File: src/rtl/ir_key_sched_if.sv
// Bus between the IR key scheduler and its neighbours: decoded receiver
// inputs, the event queue consumer port and the scheduler's debug state.
interface ir_key_sched_if;
    logic        en;
    logic [15:0] ir_code;
    logic        ir_code_ack;
    logic [7:0]  ir_code_cnt;
    logic [17:0] evt_data;
    logic        evt_valid;
    logic        evt_ready;
    logic [2:0]  evt_level;
    logic        ovf;
    logic        ovf_clr;
    logic [1:0]  state;

    // Handshake: evt_valid means evt_data holds the oldest queued event; it is
    // consumed on a rising edge where evt_valid and evt_ready are both high.
    // evt_valid never depends on evt_ready, and evt_ready with evt_valid low does nothing.
    modport master (
        output en, ir_code, ir_code_ack, ir_code_cnt, evt_ready, ovf_clr,
        input  evt_data, evt_valid, evt_level, ovf, state
    );

    modport slave (
        input  en, ir_code, ir_code_ack, ir_code_cnt, evt_ready, ovf_clr,
        output evt_data, evt_valid, evt_level, ovf, state
    );
endinterface

File: src/rtl/ir_key_sched.sv
// Turns decoded IR receiver frames into PRESS/REPEAT/RELEASE events in a 4-deep queue.
// REPEAT generation is built only when the macro IR_KEY_REPEAT_EN is defined.
module ir_key_sched #(
    parameter int RPT_DELAY = 4,
    parameter int RPT_DIV   = 2
) (
    input logic          clk27,
    input logic          reset_n,
    ir_key_sched_if.slave bus
);

    typedef enum logic [1:0] {
        IDLE   = 2'd0,
        HELD   = 2'd1,
        SWITCH = 2'd2,
        DRAIN  = 2'd3
    } state_t;

    localparam logic [1:0] EVT_PRESS   = 2'b01;
    localparam logic [1:0] EVT_REPEAT  = 2'b10;
    localparam logic [1:0] EVT_RELEASE = 2'b11;

    state_t      state;
    state_t      state_nxt;
    logic [15:0] cur_code;
    logic [15:0] cur_nxt;
    logic [15:0] new_code;
    logic        new_load;
    logic        push_req;
    logic [17:0] push_data;
    logic        clr_rpt;
    logic        rpt_slot;
    logic        rpt_fire;
    logic        push;
    logic [17:0] push_evt;

    // Inputs are used as sampled at the clock edge; no extra synchronizer stages.
    always_comb begin
        state_nxt = state;
        cur_nxt   = cur_code;
        new_load  = 1'b0;
        push_req  = 1'b0;
        push_data = '0;
        clr_rpt   = 1'b0;
        rpt_slot  = 1'b0;
        if (!bus.en) begin
            state_nxt = IDLE;
        end else begin
            case (state)
                IDLE: begin
                    if (bus.ir_code_ack && (bus.ir_code != 16'd0)) begin
                        push_req  = 1'b1;
                        push_data = {EVT_PRESS, bus.ir_code};
                        cur_nxt   = bus.ir_code;
                        clr_rpt   = 1'b1;
                        state_nxt = HELD;
                    end
                end
                HELD: begin
                    if (bus.ir_code == 16'd0) begin
                        push_req  = 1'b1;
                        push_data = {EVT_RELEASE, cur_code};
                        state_nxt = DRAIN;
                    end else if (bus.ir_code_ack) begin
                        if (bus.ir_code == cur_code) begin
                            clr_rpt = 1'b1;
                        end else begin
                            push_req  = 1'b1;
                            push_data = {EVT_RELEASE, cur_code};
                            new_load  = 1'b1;
                            state_nxt = SWITCH;
                        end
                    end else begin
                        rpt_slot = 1'b1;
                    end
                end
                SWITCH: begin
                    push_req  = 1'b1;
                    push_data = {EVT_PRESS, new_code};
                    cur_nxt   = new_code;
                    clr_rpt   = 1'b1;
                    state_nxt = HELD;
                end
                DRAIN: begin
                    state_nxt = IDLE;
                end
                default: begin
                    state_nxt = IDLE;
                end
            endcase
        end
    end

    always_ff @(posedge clk27 or negedge reset_n) begin
        if (!reset_n) begin
            state    <= IDLE;
            cur_code <= '0;
            new_code <= '0;
        end else begin
            state    <= state_nxt;
            cur_code <= cur_nxt;
            if (new_load) begin
                new_code <= bus.ir_code;
            end
        end
    end

    assign bus.state = state;

`ifdef IR_KEY_REPEAT_EN
    localparam logic [7:0] DELAY_TH   = 8'(RPT_DELAY);
    localparam logic [3:0] DIV_RELOAD = 4'(RPT_DIV - 1);

    logic [7:0] rpt_seen;
    logic [3:0] div_cnt;
    logic [7:0] cnt_prev;
    logic       rpt_frame;
    logic       rpt_armed;

    // The >=2 floor keeps a receiver counter wrap (255->0->1) from counting as a frame.
    assign rpt_frame = rpt_slot && (bus.ir_code_cnt != cnt_prev) && (bus.ir_code_cnt >= 8'd2);
    assign rpt_armed = rpt_seen >= DELAY_TH;
    assign rpt_fire  = rpt_frame && rpt_armed && (div_cnt == 4'd0);

    always_ff @(posedge clk27 or negedge reset_n) begin
        if (!reset_n) begin
            rpt_seen <= '0;
            div_cnt  <= '0;
            cnt_prev <= '0;
        end else begin
            cnt_prev <= bus.ir_code_cnt;
            if (clr_rpt) begin
                rpt_seen <= '0;
                div_cnt  <= '0;
            end else if (rpt_frame) begin
                if (rpt_seen != 8'hFF) begin
                    rpt_seen <= rpt_seen + 8'd1;
                end
                if (rpt_armed) begin
                    div_cnt <= (div_cnt == 4'd0) ? DIV_RELOAD : div_cnt - 4'd1;
                end
            end
        end
    end
`else
    logic unused_sigs;
    assign unused_sigs = ^{clr_rpt, rpt_slot, bus.ir_code_cnt, RPT_DELAY[0], RPT_DIV[0]};
    assign rpt_fire    = 1'b0;
`endif

    // Repeat frames only occur in HELD with no ack, so rpt_fire never collides with push_req.
    assign push     = push_req | rpt_fire;
    assign push_evt = rpt_fire ? {EVT_REPEAT, cur_code} : push_data;

    logic [17:0] mem [4];
    logic [1:0]  wr_ptr;
    logic [1:0]  rd_ptr;
    logic [2:0]  level;
    logic        ovf;
    logic        pop;
    logic        full;
    logic        push_ok;
    logic        drop;

    assign pop     = (level != 3'd0) && bus.evt_ready;
    assign full    = (level == 3'd4);
    assign push_ok = push && (!full || pop);
    assign drop    = push && full && !pop;

    always_ff @(posedge clk27) begin
        if (push_ok) begin
            mem[wr_ptr] <= push_evt;
        end
    end

    always_ff @(posedge clk27 or negedge reset_n) begin
        if (!reset_n) begin
            wr_ptr <= '0;
            rd_ptr <= '0;
            level  <= '0;
            ovf    <= 1'b0;
        end else begin
            if (push_ok) begin
                wr_ptr <= wr_ptr + 2'd1;
            end
            if (pop) begin
                rd_ptr <= rd_ptr + 2'd1;
            end
            case ({push_ok, pop})
                2'b10:   level <= level + 3'd1;
                2'b01:   level <= level - 3'd1;
                default: level <= level;
            endcase
            // A drop in the same cycle as a clear leaves the flag set.
            if (drop) begin
                ovf <= 1'b1;
            end else if (bus.ovf_clr) begin
                ovf <= 1'b0;
            end
        end
    end

    assign bus.evt_valid = (level != 3'd0);
    assign bus.evt_data  = (level != 3'd0) ? mem[rd_ptr] : '0;
    assign bus.evt_level = level;
    assign bus.ovf       = ovf;

endmodule

File: src/flat_wrapper.sv
// flat-port wrapper written by rule: the top's interface ports become plain ports
module ir_key_sched_flat 
#(
    parameter int RPT_DELAY = 4,
    parameter int RPT_DIV   = 2
)
  (clk27, reset_n, bus_en, bus_ir_code, bus_ir_code_ack, bus_ir_code_cnt, bus_evt_ready, bus_ovf_clr, bus_evt_data, bus_evt_valid, bus_evt_level, bus_ovf, bus_state);
  ir_key_sched_if bus_i ();
  input logic clk27;
  input logic reset_n;
  input wire logic [$bits(bus_i.en)-1:0] bus_en;
  input wire logic [$bits(bus_i.ir_code)-1:0] bus_ir_code;
  input wire logic [$bits(bus_i.ir_code_ack)-1:0] bus_ir_code_ack;
  input wire logic [$bits(bus_i.ir_code_cnt)-1:0] bus_ir_code_cnt;
  input wire logic [$bits(bus_i.evt_ready)-1:0] bus_evt_ready;
  input wire logic [$bits(bus_i.ovf_clr)-1:0] bus_ovf_clr;
  output wire logic [$bits(bus_i.evt_data)-1:0] bus_evt_data;
  output wire logic [$bits(bus_i.evt_valid)-1:0] bus_evt_valid;
  output wire logic [$bits(bus_i.evt_level)-1:0] bus_evt_level;
  output wire logic [$bits(bus_i.ovf)-1:0] bus_ovf;
  output wire logic [$bits(bus_i.state)-1:0] bus_state;
  assign bus_i.en = bus_en;
  assign bus_i.ir_code = bus_ir_code;
  assign bus_i.ir_code_ack = bus_ir_code_ack;
  assign bus_i.ir_code_cnt = bus_ir_code_cnt;
  assign bus_i.evt_ready = bus_evt_ready;
  assign bus_i.ovf_clr = bus_ovf_clr;
  assign bus_evt_data = bus_i.evt_data;
  assign bus_evt_valid = bus_i.evt_valid;
  assign bus_evt_level = bus_i.evt_level;
  assign bus_ovf = bus_i.ovf;
  assign bus_state = bus_i.state;
  ir_key_sched #(.RPT_DELAY(RPT_DELAY), .RPT_DIV(RPT_DIV)) u_core (.clk27(clk27), .reset_n(reset_n), .bus(bus_i));
endmodule
File: config.mk
export PLATFORM = sky130hd
export DESIGN_NAME = ir_key_sched_flat
export DESIGN_NICKNAME = d
export VERILOG_FILES = /design/src/rtl/ir_key_sched_if.sv /design/src/rtl/ir_key_sched.sv /design/src/flat_wrapper.sv
export SDC_FILE = /design/constraint.sdc
export NUM_CORES = 1
export LEC_CHECK = 0
export CORE_MARGIN = 2
export CORE_UTILIZATION = 56
export DETAILED_ROUTE_END_ITERATION = 8
export PLACE_DENSITY = 0.78
export SLEW_MARGIN = 20
export SYNTH_ARGS = -nofsm -noshare
export SYNTH_HDL_FRONTEND = slang
export SYNTH_SLANG_ARGS = --single-unit
File: constraint.sdc
create_clock -name clk27 -period 3.2 [get_ports clk27]
set_clock_uncertainty 0.05 [all_clocks]
set_input_delay 0.64 -clock clk27 [delete_from_list [all_inputs] [get_ports clk27]]
set_output_delay 0.64 -clock clk27 [all_outputs]
set_load 0.02 [all_outputs]
# == Word level (Yosys, flattened, before mapping) ==
# Memory sizes are Yosys's and may differ from the RTL's.
# Index checks and enable logic that the tools add are counted.
# W data, S select, Z words.
# word_totals
latch_bits,0
ram_bits,72
rom_bits,0
memories,1
ff_bits,42
# op_classes
eq_ne,11
n_reduce_logical,17
multipliers,0
order_cmp,0
n_div,0
n_mux,29
bitwise_logic,0
shift,0
add_sub_neg,4
# memory_table
name,depth,word_bits,read_ports,rd_clocked_by_memory_dff,write_ports,line,rtl
u_core.mem,4,18,1,0,1,ir_key_sched.sv:155,logic [17:0] mem [4];
# op_table
cell,n
$mux W18,5
$pmux W18 S3,1
$pmux W16 S2,1
$mux W17,1
$eq A16 B16 Y1,1
$logic_not A16 Y1,1
$mux W16,1
$reduce_bool A16 Y1,1
$mux W1,12
$mux W2,5
$ne A4 B3 Y1 const B,2
$pmux W2 S4,1
$eq A2 B2 Y1 const B,3
$pmux W3 S2,1
$reduce_and A3 Y1,2
$reduce_bool A2 Y1,3
$logic_and A1 B1 Y1,5
$add A2 B1 Y2 const B,2
$eq A2 B1 Y1 const B,2
$add A3 B1 Y3 const B,1
$eq A3 B3 Y1 const B,1
$ne A3 B2 Y1 const B,1
$pmux W1 S3,1
$reduce_bool A3 Y1,1
5 further kinds,6

# == Depth between registers and ports, before layout ==
# logic_depth
ltp_word,9
depth_mapped,12

# == Worst setup path before layout ==
# OpenSTA, ideal clock, no wires.
# synth_timing
path_kind,input -> register
from,in bus_ir_code[1]
to,"reg u_core.level[1], in the netlist u_core.bus.evt_level[1]"
required_time_ns,3.026
path_stages,10
setup_ns,0.124
path_slack_ns,0.374
arrival_time_ns,2.652
cell_sequence,xor2_1 nor4_1 nand4_1 a31o_2 buf_6 buf_6 nor2_1 fa_1 and4_1 a211o_1
# synth_via
elab_chain_cells,9
word_cells_on_any_way,15
# synth_lines
item,line,rtl
"start, declared",flat_wrapper.sv:12,input wire logic [$bits(bus_i.ir_code)-1:0] bus_ir_code;
$eq A16 B16 Y1,ir_key_sched.sv:65,if (bus.ir_code == cur_code) begin
$mux W1,ir_key_sched.sv:65,
$mux W1,ir_key_sched.sv:64,end else if (bus.ir_code_ack) begin
$mux W1,ir_key_sched.sv:60,if (bus.ir_code == 16'd0) begin
$pmux W1 S3 (*),ir_key_sched.sv:49,case (state)
$mux W1 (*),ir_key_sched.sv:46,if (!bus.en) begin
$logic_and A1 B1 Y1 (*),ir_key_sched.sv:167,assign push_ok = push && (!full || pop);
$eq A2 B1 Y1 / $eq A2 B2 Y1 (equally long branches),ir_key_sched.sv:189,"case ({push_ok, pop})"
$pmux W3 S2 / $reduce_bool A2 Y1 (equally long branches),-,
"end signal, assigned",ir_key_sched.sv:190,2'b10: level <= level + 3'd1;
"end signal, assigned",ir_key_sched.sv:191,2'b01: level <= level - 3'd1;
"end signal, assigned",ir_key_sched.sv:192,default: level <= level;
"end, declared",ir_key_sched.sv:158,logic [2:0] level;
# Every way passes the cells marked *; elsewhere a longest branch is shown, timed or not.
# A chain may end at the register's enable or synchronous reset.

# == Worst setup path in the final report ==
# layout_timing
from,reg u_core.rd_ptr[0]
to,out bus_evt_data[16]
# layout_via
elab_chain_cells,2
# layout_lines
item,line,rtl
"start, declared",ir_key_sched.sv:157,logic [1:0] rd_ptr;
"start signal, assigned",ir_key_sched.sv:187,rd_ptr <= rd_ptr + 2'd1;
$mem_v2 Z4 W18,-,
$mux W18,ir_key_sched.sv:204,assign bus.evt_data = (level != 3'd0) ? mem[rd_ptr] : '0;
"end, declared",flat_wrapper.sv:17,output wire logic [$bits(bus_i.evt_data)-1:0] bus_evt_data;
# No other way between the ends.

==> run metrics <==
R2R depth 8; Yosys top cell by area edfxtp_1; Power, Total 5.67 mW; total core area 8760 µm²; status completed; Worst setup SP type flip-flop; number of vias per cell 5.85; drt drc 0; die area roughly 9900 µm²; cell with the most instances after synthesis edfxtp_1; most common library cells after synthesis 72 x edfxtp_1, 42 x dfrtp_1, 32 x a21o_1, 21 x and2_1, 21 x nor2_1; Initial Util between 50% and 60%; max incr delay on CP 570 ps; initial antenna violation count 0; pin count of the biggest net entering global routing 43; Hold Crit Class input pin to async pin; Mapped Nets 371; count of final max-slew check failures 0; final hold slack about 240 ps; Slew headroom between 30% and 40%; reg2reg setup slack 600 ps; synthesized area 5100 µm²; Crit path max-delay family buffers and inverters; beginning of the worst register-to-register path u_core.cur_code[7]$_DFFE_PN0P_; crit-path cells buf_12, mux4_2, and2_1, clkdlybuf4s50_1; required time worst endpoint 2510 ps; slack of the critical path 130 ps; IO Count 55; Period minus WS final between 3000 and 4000 ps; Fin. Hold Viols 0; Mapped Cells approximately 340; final setup TNS 0 ps; WS Path Type flip-flop to output pin; H-tree levels 4; CTS Buf Count 17; Ys Warns 0; layout cells sized above 1 22.6%; Root Driver clkbuf_8; CP max stage cell clkdlybuf4s50_1; vias in the first global route 3,241; # rows 34; final antenna-violating net count 0; CTS tree built; routability congestion estimate 0.843; Yosys cell types 40; Critical Path Sink Type output pin; Synth async-reset ratio between 30% and 40%; Fmax about 0.33 GHz; Die X 99.4 µm; Vias 3,097; Skew-Pair Late Insertion Delay 500 ps; drt initial violations 222; RSZ-0062 raised after global routing false; post-route cell area roughly 6400 µm²; pre-CTS setup slack -163 ps; CP max FO 20; Worst EP arrival 2380 ps; RR Endpoint u_core.bus.evt_level[1]$_DFFE_PN0P_; pwr dens 880 nW/µm²; Static Leak 2.69 nW; Peak supply drop 495 µV; filler cell count 533; cts hold-fix bufs 0; Port-buffer cells 46; Setup Viol. Count Final 0; share of the synthesized area in the top cell type 42.4%; CTS Sinks 114; Post-synth EDFFs between 70 and 80; post-DP HPWL between 6000 and 7000 µm; Antenna Cells 0; Final period util 95.9%; first-pass GRT wire length 17,100 µm; Reg clk slew, reported paths 60 ps; DIE HEIGHT 99.4 µm; syn avg cell area between 15 and 20 µm²; global route total overflow 0; Buf+Inv Stages, Crit Path 2; placed cell areas 5850 µm²; flops & latches, synth 114; Avg WL per Cell 19.6 µm; max cap viols 0; prevailing post-synth register cell edfxtp_1; Clock Tree Buf Depth 2; Post-layout nets between 400 and 500; First-pass DRT Iterations 4; area grow syn2layout 26.4%; routed wire length 10,400 µm; ranking of synthesized cells by area edfxtp_1 42%, dfrtp_1 21%, mux4_2 7.9%, a21o_1 4.7%, mux2_4 2.9%; sequential-to-total area share from yosys stat 63.0%; Total GRT Usage a little under a quarter; Slew @ Worst Pin roughly 1000 ps
sequential cells by signal (all words and copies together), names as in the netlist:
signal / flops
u_core.wr_ptr: 2
u_core.mem: 72
u_core.bus.state: 2
u_core.new_code: 16
u_core.bus.ovf: 1
u_core.rd_ptr: 2
u_core.bus.evt_level: 3
u_core.cur_code: 16
cell type report:
cell class / instances / area, µm² / area share [%]
sequential: 114 / 3210 / 49.8
clock buffer: 17 / 414 / 6.42
multi-input combinational: 199 / 1770 / 27.4
clock inverter: 15 / 179 / 2.78
inverter: 5 / 18.8 / 0.291
timing repair buffer: 71 / 718 / 11.1
tap: 108 / 135 / 2.10
cells by family (layout without fill, tap and decap cells):
group | Yosys count | in the layout | synth area share [%]
buffers and inverters | 23 | 108 | 2.43
XOR/XNOR | 21 | 21 | 3.61
flip-flops | 114 | 114 | 63.0
AO/OA/AOI/OAI | 59 | 59 | 8.56
adder cells (fa/ha/maj) | 5 | 5 | 1.37
multiplexers | 37 | 37 | 12.8
AND/OR/NAND/NOR | 77 | 77 | 8.19
power by group:
part	switching [mW]	internal [mW]
clock network	0.678	1.19
logic	0.854	0.961
registers	0.154	1.84
worst max-delay path by stage:
stage                                       startpoint                             endpoint  slack [ps]  cells past startpoint
final                     u_core.rd_ptr[0]$_DFFE_PN0P_                     bus_evt_data[16]         130                      4
after global routing      u_core.rd_ptr[0]$_DFFE_PN0P_                     bus_evt_data[16]          60                      4
after CTS                 u_core.rd_ptr[0]$_DFFE_PN0P_                     bus_evt_data[16]         100                      4
after detailed placement                bus_ir_code[8]  u_core.bus.evt_level[1]$_DFFE_PN0P_        -160                      9
after global placement                  bus_ir_code[0]  u_core.bus.evt_level[1]$_DFFE_PN0P_         -60                     10
after floorplan                         bus_ir_code[1]  u_core.bus.evt_level[1]$_DFFE_PN0P_         370                     10
repair_timing:
action | CTS | global route
gates resized for setup | 1 | 0
setup buffers | 0 | 0
endpoints found under the setup margin | 1 | 0
worst register-to-register path, stage by stage, from the launching register on:
cell and delay [ps]:
dfrtp_1 410, xor2_1 190, nor4_1 370, nand4_1 180, a31o_2 300, nor2_1 130
fa_1 430, and4_1 160, a211o_1 260
per-stage QoR:
step,util [%],instances
2_1_floorplan,-,336
3_3_place_gp,66.7,497
3_5_place_dp,66.7,497
4_1_cts,73.6,529
5_1_grt,73.6,529
6_report,73.6,529
cell usage in the layout, fill, tap and decap left out, drive strengths merged, types with 10 or more instances in the layout:
master,netlist,layout
nor2,21,21
xor2,17,17
mux4,18,18
buf,10,26
and2,21,21
inv,5,10
edfxtp,72,72
mux2,17,17
a22oi,16,16
a21o,32,32
clkdlybuf4s50,0,45
dfrtp,42,42
clkbuf,8,17
metal layers:
layer  share of wire [%]  global-route usage [%]
met3                 6.2                    6.61
met1                  43                    31.7
met4                0.59                    6.74
met5                   0                       0
met2                  50                    37.0
No activity file was read; power rests on OpenSTA's default activity.
